===== config.mk =====
export PLATFORM = sky130hd
export DESIGN_NAME = vga_sync_gen
export DESIGN_NICKNAME = d
export VERILOG_FILES = /design/src/rtl/vga_sync_gen.sv
export SDC_FILE = /design/constraint.sdc
export NUM_CORES = 1
export LEC_CHECK = 0
export CORE_MARGIN = 1.5
export CORE_UTILIZATION = 48
export CTS_BUF_LIST = sky130_fd_sc_hd__clkbuf_8
export CTS_CLUSTER_SIZE = 14
export DETAILED_ROUTE_END_ITERATION = 8
export HOLD_SLACK_MARGIN = 0.12
export PLACE_DENSITY = 0.8
export SYNTH_ARGS = -nofsm -noshare
export SYNTH_HDL_FRONTEND = slang
export SYNTH_SLANG_ARGS = --single-unit

===== constraint.sdc =====
create_clock -name clk -period 2.4 [get_ports clk]
set_clock_uncertainty 0.05 [all_clocks]
set_input_delay 0.36 -clock clk [delete_from_list [all_inputs] [get_ports clk]]
set_output_delay 0.36 -clock clk [all_outputs]
set_load 0.01 [all_outputs]

===== src/rtl/vga_sync_gen.sv =====
// VGA timing source: pixel-tick divider, h/v position counters, registered active-low syncs.
// Optional frame_tick output is built only when VGA_SYNC_FRAME_TICK_EN is defined.
module vga_sync_gen #(
  parameter int unsigned HD      = 640,
  parameter int unsigned HF      = 16,
  parameter int unsigned HR      = 96,
  parameter int unsigned HB      = 48,
  parameter int unsigned VD      = 480,
  parameter int unsigned VF      = 10,
  parameter int unsigned VR      = 2,
  parameter int unsigned VB      = 33,
  parameter int unsigned CLK_DIV = 2
) (
  input  logic       clk,
  input  logic       reset,
`ifdef VGA_SYNC_FRAME_TICK_EN
  output logic       frame_tick,
`endif
  output logic       hsync,
  output logic       vsync,
  output logic       video_on,
  output logic       p_tick,
  output logic [9:0] pix_x,
  output logic [9:0] pix_y
);

  localparam int unsigned HTot = HD + HF + HR + HB;
  localparam int unsigned VTot = VD + VF + VR + VB;

  localparam logic [9:0] HLast      = 10'(HTot - 1);
  localparam logic [9:0] VLast      = 10'(VTot - 1);
  localparam logic [9:0] HDisp      = 10'(HD);
  localparam logic [9:0] VDisp      = 10'(VD);
  localparam logic [9:0] HSyncStart = 10'(HD + HF);
  localparam logic [9:0] HSyncEnd   = 10'(HD + HF + HR - 1);
  localparam logic [9:0] VSyncStart = 10'(VD + VF);
  localparam logic [9:0] VSyncEnd   = 10'(VD + VF + VR - 1);

  logic       tick;
  logic [9:0] h_q, h_d;
  logic [9:0] v_q, v_d;
  logic       h_wrap;
  logic       hsync_q, vsync_q;

  // Pixel-rate divider; with CLK_DIV == 1 every clk is a pixel.
  if (CLK_DIV > 1) begin : g_div
    localparam int unsigned   DivW    = $clog2(CLK_DIV);
    localparam logic [DivW-1:0] DivLast = DivW'(CLK_DIV - 1);

    logic [DivW-1:0] div_q;

    always_ff @(posedge clk) begin
      if (reset) begin
        div_q <= '0;
      end else if (div_q == DivLast) begin
        div_q <= '0;
      end else begin
        div_q <= div_q + DivW'(1);
      end
    end

    assign tick = (div_q == DivLast);
  end else begin : g_nodiv
    assign tick = 1'b1;
  end

  always_comb begin
    h_wrap = tick && (h_q == HLast);
    h_d    = h_q;
    v_d    = v_q;
    if (tick) begin
      h_d = h_wrap ? 10'd0 : h_q + 10'd1;
    end
    if (h_wrap) begin
      v_d = (v_q == VLast) ? 10'd0 : v_q + 10'd1;
    end
  end

  // Syncs decode the next-count value so they change on the same edge as pix_x/pix_y.
  always_ff @(posedge clk) begin
    if (reset) begin
      h_q     <= 10'd0;
      v_q     <= 10'd0;
      hsync_q <= 1'b1;
      vsync_q <= 1'b1;
    end else begin
      h_q     <= h_d;
      v_q     <= v_d;
      hsync_q <= !((h_d >= HSyncStart) && (h_d <= HSyncEnd));
      vsync_q <= !((v_d >= VSyncStart) && (v_d <= VSyncEnd));
    end
  end

`ifdef VGA_SYNC_FRAME_TICK_EN
  logic frame_q;

  always_ff @(posedge clk) begin
    if (reset) begin
      frame_q <= 1'b0;
    end else begin
      frame_q <= h_wrap && (v_q == VLast);
    end
  end

  assign frame_tick = frame_q;
`endif

  assign hsync    = hsync_q;
  assign vsync    = vsync_q;
  assign p_tick   = tick;
  assign pix_x    = h_q;
  assign pix_y    = v_q;
  assign video_on = (h_q < HDisp) && (v_q < VDisp);

endmodule


# Yosys cells after proc, flatten, opt, wreduce, memory -nomap -nowiden
# Cells that the tools add are included.
classes:
  addsub: 3
  n_lt_le_gt_ge: 6
  eq_ne: 2
  n_mux: 4
  n_reduce_logical: 7
ops:
  columns: ["cell", "count"]
  rows:
  - ["10-bit 2-to-1 mux", 4]
  - ["10-bit by 1-bit adder with 10-bit output (second input constant)", 2]
  - ["10-bit equality test (second input constant)", 2]
  - ["10-bit greater-or-equal comparator (second input constant)", 1]
  - ["10-bit by 9-bit greater-or-equal comparator with 1-bit output (second input constant)", 1]
  - ["10-bit less-or-equal comparator (second input constant)", 1]
  - ["10-bit by 9-bit less-or-equal comparator with 1-bit output (second input constant)", 1]
  - ["10-bit < comparator (second input constant)", 1]
  - ["10-bit by 9-bit < comparator with 1-bit output (second input constant)", 1]
  - ["1-bit logical AND", 4]
  - ["1-bit zero test", 2]
  - ["2-bit OR reduction", 1]
  - ["1-bit adder (second input constant)", 1]
totals:
  regBits: 23
  in_bits: 2
  out_inout_bits: 24
  elab_cells: 27

# Depth between registers and ports, before layout
# Gate-level depths: netlist of the first run.
logic_depth:
  depth_word: 7
  ltp_mapped: 8
  depth_no_buf: 7

# Worst setup path before layout of the first run
# OpenSTA, ideal clock, no wires.
synth_timing:
  path_kind: "reg-to-reg"
  startpoint: "reg h_q[5] (netlist: pix_x[5])"
  endpoint: "reg vsync_q (netlist: vsync)"
  setup_ps: 131
  arrival_ps: 2344
  t_required_ps: 2219
  setup_slack_ps: -125
  path_stages_with_launch: 8
  n_path_buf: 2
  synth_period_minus_slack_ps: 2525
  path_cell_list: "dfxtp_1 -> buf_6 -> or3_1 -> buf_2 -> or4_4 -> or4b_4 -> a221oi_2 -> nand4_1"
synth_between:
  elab_chain_cells: 6
  word_cells_on_any_way: 7
  classes_between: "order compare (2); eq/ne (1); mux (1); reduce/logical (3)"
synth_lines:
  columns: ["item", "line", "text"]
  rows:
  - ["from (decl)", "40", "logic [9:0] h_q, h_d;"]
  - ["from (signal assigned)", "82", "h_q <= 10'd0;"]
  - ["from (signal assigned)", "87", "h_q <= h_d;"]
  - ["10-bit equality test *", "68", "h_wrap = tick && (h_q == HLast);"]
  - ["1-bit logical AND *", "68", null]
  - ["10-bit 2-to-1 mux *", "74", "if (h_wrap) begin"]
  - ["10-bit by 9-bit greater-or-equal comparator with 1-bit output / 10-bit by 9-bit less-or-equal comparator with 1-bit output (equally long branches)", "90", "vsync_q <= !((v_d >= VSyncStart) && (v_d <= VSyncEnd));"]
  - ["1-bit logical AND *", "90", null]
  - ["1-bit zero test *", "90", null]
  - ["to (signal assigned)", "90", null]
  - ["to (decl)", "43", "logic hsync_q, vsync_q;"]
# Mark *: on every way between the ends. The rest lies on a longest branch, timed or not.
# A chain may end at the register's enable or synchronous reset.

# Worst setup path in the final report of the first run
layout_timing:
  startpoint: "reg h_q[7] (netlist: pix_x[7])"
  endpoint: "reg vsync_q (netlist: vsync)"
# The elaborated chain is that of the path after synthesis.

==> results by group, run 1 <==
STA
  • Worst rel slew slack: 64.9%
  • Max Slew Vio Count: 0
  • Post-route worst setup slack: 62.3 ps
  • Max Freq: 428 MHz
  • Final Hold Viols: 0
  • Final setup viols: 0
  • Worst Tran Pin Value: 520 ps
  • RSZ-0062 raised after global routing: yes
  • Hold Worst Slack: roughly 470 ps
  • Tcrit/Tclk final: between 90% and 100%
  • Min Tclk post-route: around 2300 ps

Synth
  • Yosys warning count: 0
  • Synthesized area: 0.00134 mm²
  • Syn Area/Cell: between 7 and 8 µm²
  • Post-Syn Instances: roughly 170
  • Seq/Total Area, Yosys: approximately a third
  • Synth Net Count: 178
  • Async SR Flop Fraction: 0%
  • Cell variety after synth: 42
  • EDFF count, synth: 0
  • Primary FF master, synth: dfxtp_1
  • #FFs+latches synth: 23

Final layout
  • Ant. Diodes: 0
  • Filler cells: 200
  • Util after Layout: 68.8%
  • Layout cells sized above 1: 15.6%
  • Finished Layout Cells: between 200 and 250
  • P&R area growth vs syn: 31.1%
  • Final-stage net count: 211

Global route
  • Met3 Usage GRT: 3.02%
  • Vias in the first global route: between 1000 and 1500
  • First-pass GRT wire length: ~5.7 mm
  • All-Layer GR Usage: 22.9%
  • Initial antenna violation count: 0
  • Congestion Overflow GR: 0
  • Largest net degree at the start of global routing: 16
  • Busiest grt layer: met2
  • Met1 Track Usage GR: 32.9%
  • Met2 Use GR: 35.4%

Place
  • Detailed Place HPWL: 2.59 mm
  • Gpl congestion: 0.860
  • DP Worst Slack: 7.07 ps
  • Buffers on Ports: 25
  • Placed Cells incl. Taps: 231

Clocking
  • Clock slew at the register clock pins of the worst setup and hold paths: 90 ps
  • CTS max path bufs: 2
  • Clk root buf: clkbuf_8
  • Total CTS buffers: 3
  • Htree depth: 1
  • Clock sink count: 23
  • Later-pin clock latency in the skew report: about 270 ps
  • CTS tree: done
  • CTS Hold Buffers Added: 0

Setup path
  • Crit-path max FO: 7
  • Critical-path cell list: or3_4 -> or4_4 -> or4b_4 -> a221oi_2 -> nand4_1
  • Worst stage delay on the critical path: 550 ps
  • Critical path type: flip-flop to flip-flop
  • Arr. time, crit path: 2430 ps
  • Critical path startpoint category: flip-flop
  • Critical-path top delay cell: or4b_4
  • Crit path capture type: flip-flop
  • CP required: 2490 ps

Flow run
  • Number of max-cap violations: 0

Routing
  • Drt pass-1 iters: 5
  • Detailed router's first-iteration violation count: 77
  • Vias/cell: 5.90
  • Wire length per cell: 15.1 µm
  • Post-Route WL: roughly 3.5 mm
  • DR vias: 1386
  • DRC viols: 0
  • Routed Antenna Nets: 0

Floorplan
  • Number of top-level pins: 26
  • DIE WIDTH: 55.7 µm
  • Die span in y: 55.7 µm
  • Core Region: 0.00254 mm²
  • Starting density of the core: 52.5%
  • Row cnt: 18
  • Die area: 0.00311 mm²

Power
  • P_leak: 0.584 nW
  • P per Cell Area: 380 mW/mm²
  • Peak supply drop: 0.259 mV
  • Final Power: 666 µW

Outcome
  • Status: complete, no violations

Worst hold path
  • Worst Hold Class: flip-flop to flip-flop
## final cells by class
type	instances	area, µm²	share of cell area (%)
repair buffers	40	363	20.7
clock inverters	1	5.00	0.286
clock buffers	3	41.3	2.36
flip-flops and latches	23	468	26.7
multi-input cells	134	821	46.9
inverters	4	15.0	0.858
well taps	30	37.5	2.14
## worst max-delay path, delay by kind of cell (launching register included)
kind | cells | cell delay [ps]
compound gates | 1 | 250
simple gates | 4 | 1580
flops | 1 | 330
## sequential cells by signal (all words and copies together), names as in the netlist
register,count
p_tick,1
pix_x,10
pix_y,10
hsync,1
vsync,1
## cell usage in the layout, fill, tap and decap left out, types with 6 or more instances in the layout
cell type,n
clkdlybuf4s50_1,25
nor2_1,21
dfxtp_1,19
nand2_1,17
buf_4,15
a21oi_1,13
nor3_1,9
nand3_1,9
and3_1,6
o21ai_0,6
## routing by layer
layer  share of wire [%]  routed length, µm
met5                   0                  0
met4                 1.7                 61
met3                 6.0                214
met2                  46               1620
met1                  46               1640
## stage by stage
stage,cell area [µm²],TNS (ps)
2_1_floorplan,1340,-64.7
3_3_place_gp,1690,0
3_5_place_dp,1690,0
4_1_cts,1740,0
5_1_grt,1750,-21.9
6_report,1750,0
## cells by family after synthesis
family | share of synthesized area [%]
flops | 34.5
compound gates | 17.0
xor+xnor | 5.90
mux | 1.50
fa+ha+maj | 2.81
simple gates | 33.2
buf+inv | 5.15
## path summary, 6_finish.rpt
| check | startpoint | slack, ps | endpoint | cells past startpoint |
|---|---|---|---|---|
| worst max-delay path | pix_x[7] | 60 | vsync | 5 |
| worst min-delay path | pix_x[1] | 470 | pix_x[1] | 2 |
| worst max register to register | pix_x[7] | 60 | vsync | 5 |
| worst min register to register | pix_x[1] | 470 | pix_x[1] | 2 |
## synthesized netlist by cell type, types with 2 or more instances
cell / instances / area, µm²
a311oi_1: 2 / 17.5
or4b_2: 2 / 20.0
clkbuf_1: 10 / 37.5
or3_1: 2 / 12.5
a21oi_1: 13 / 65.1
nor2_1: 21 / 78.8
xnor2_1: 5 / 43.8
o21ai_0: 6 / 30.0
and3_1: 6 / 37.5
a31oi_1: 2 / 12.5
mux2i_1: 2 / 20.0
dfxtp_1: 23 / 460
xor2_1: 4 / 35.0
nand2_1: 17 / 63.8
inv_1: 4 / 15.0
nor3b_1: 2 / 15.0
a211oi_1: 2 / 15.0
nor3_1: 9 / 45.0
nor4_1: 4 / 25.0
ha_1: 3 / 37.5
nand3_1: 9 / 45.0
nand4_1: 5 / 31.3
## repair_timing
item,CTS,global route
gates resized for setup,0,5
setup buffers,0,0
setup endpoints to repair,1,1
pin swaps,1,0
## report_power, final
part	switching (mW)	internal (mW)	total (mW)
Combinational	0.0166	0.0148	0.0314
Sequential	0.00393	0.385	0.389
Clock	0.129	0.116	0.245
No activity file was read; power rests on OpenSTA's default activity.
==> inputs of run 2 (changes only) <==
ABC_CLOCK_PERIOD_IN_PS = 2400   (was default)
TNS_END_PERCENT = 10   (was default)
==> results of run 2 <==
No change in the layout: final DEF, timing and power equal those of run 1.
==> inputs of run 3 (changes only) <==
CTS_CLUSTER_SIZE = 12   (was 14)
==> results of run 3 <==
No change in the layout: final DEF, timing and power equal those of run 1.
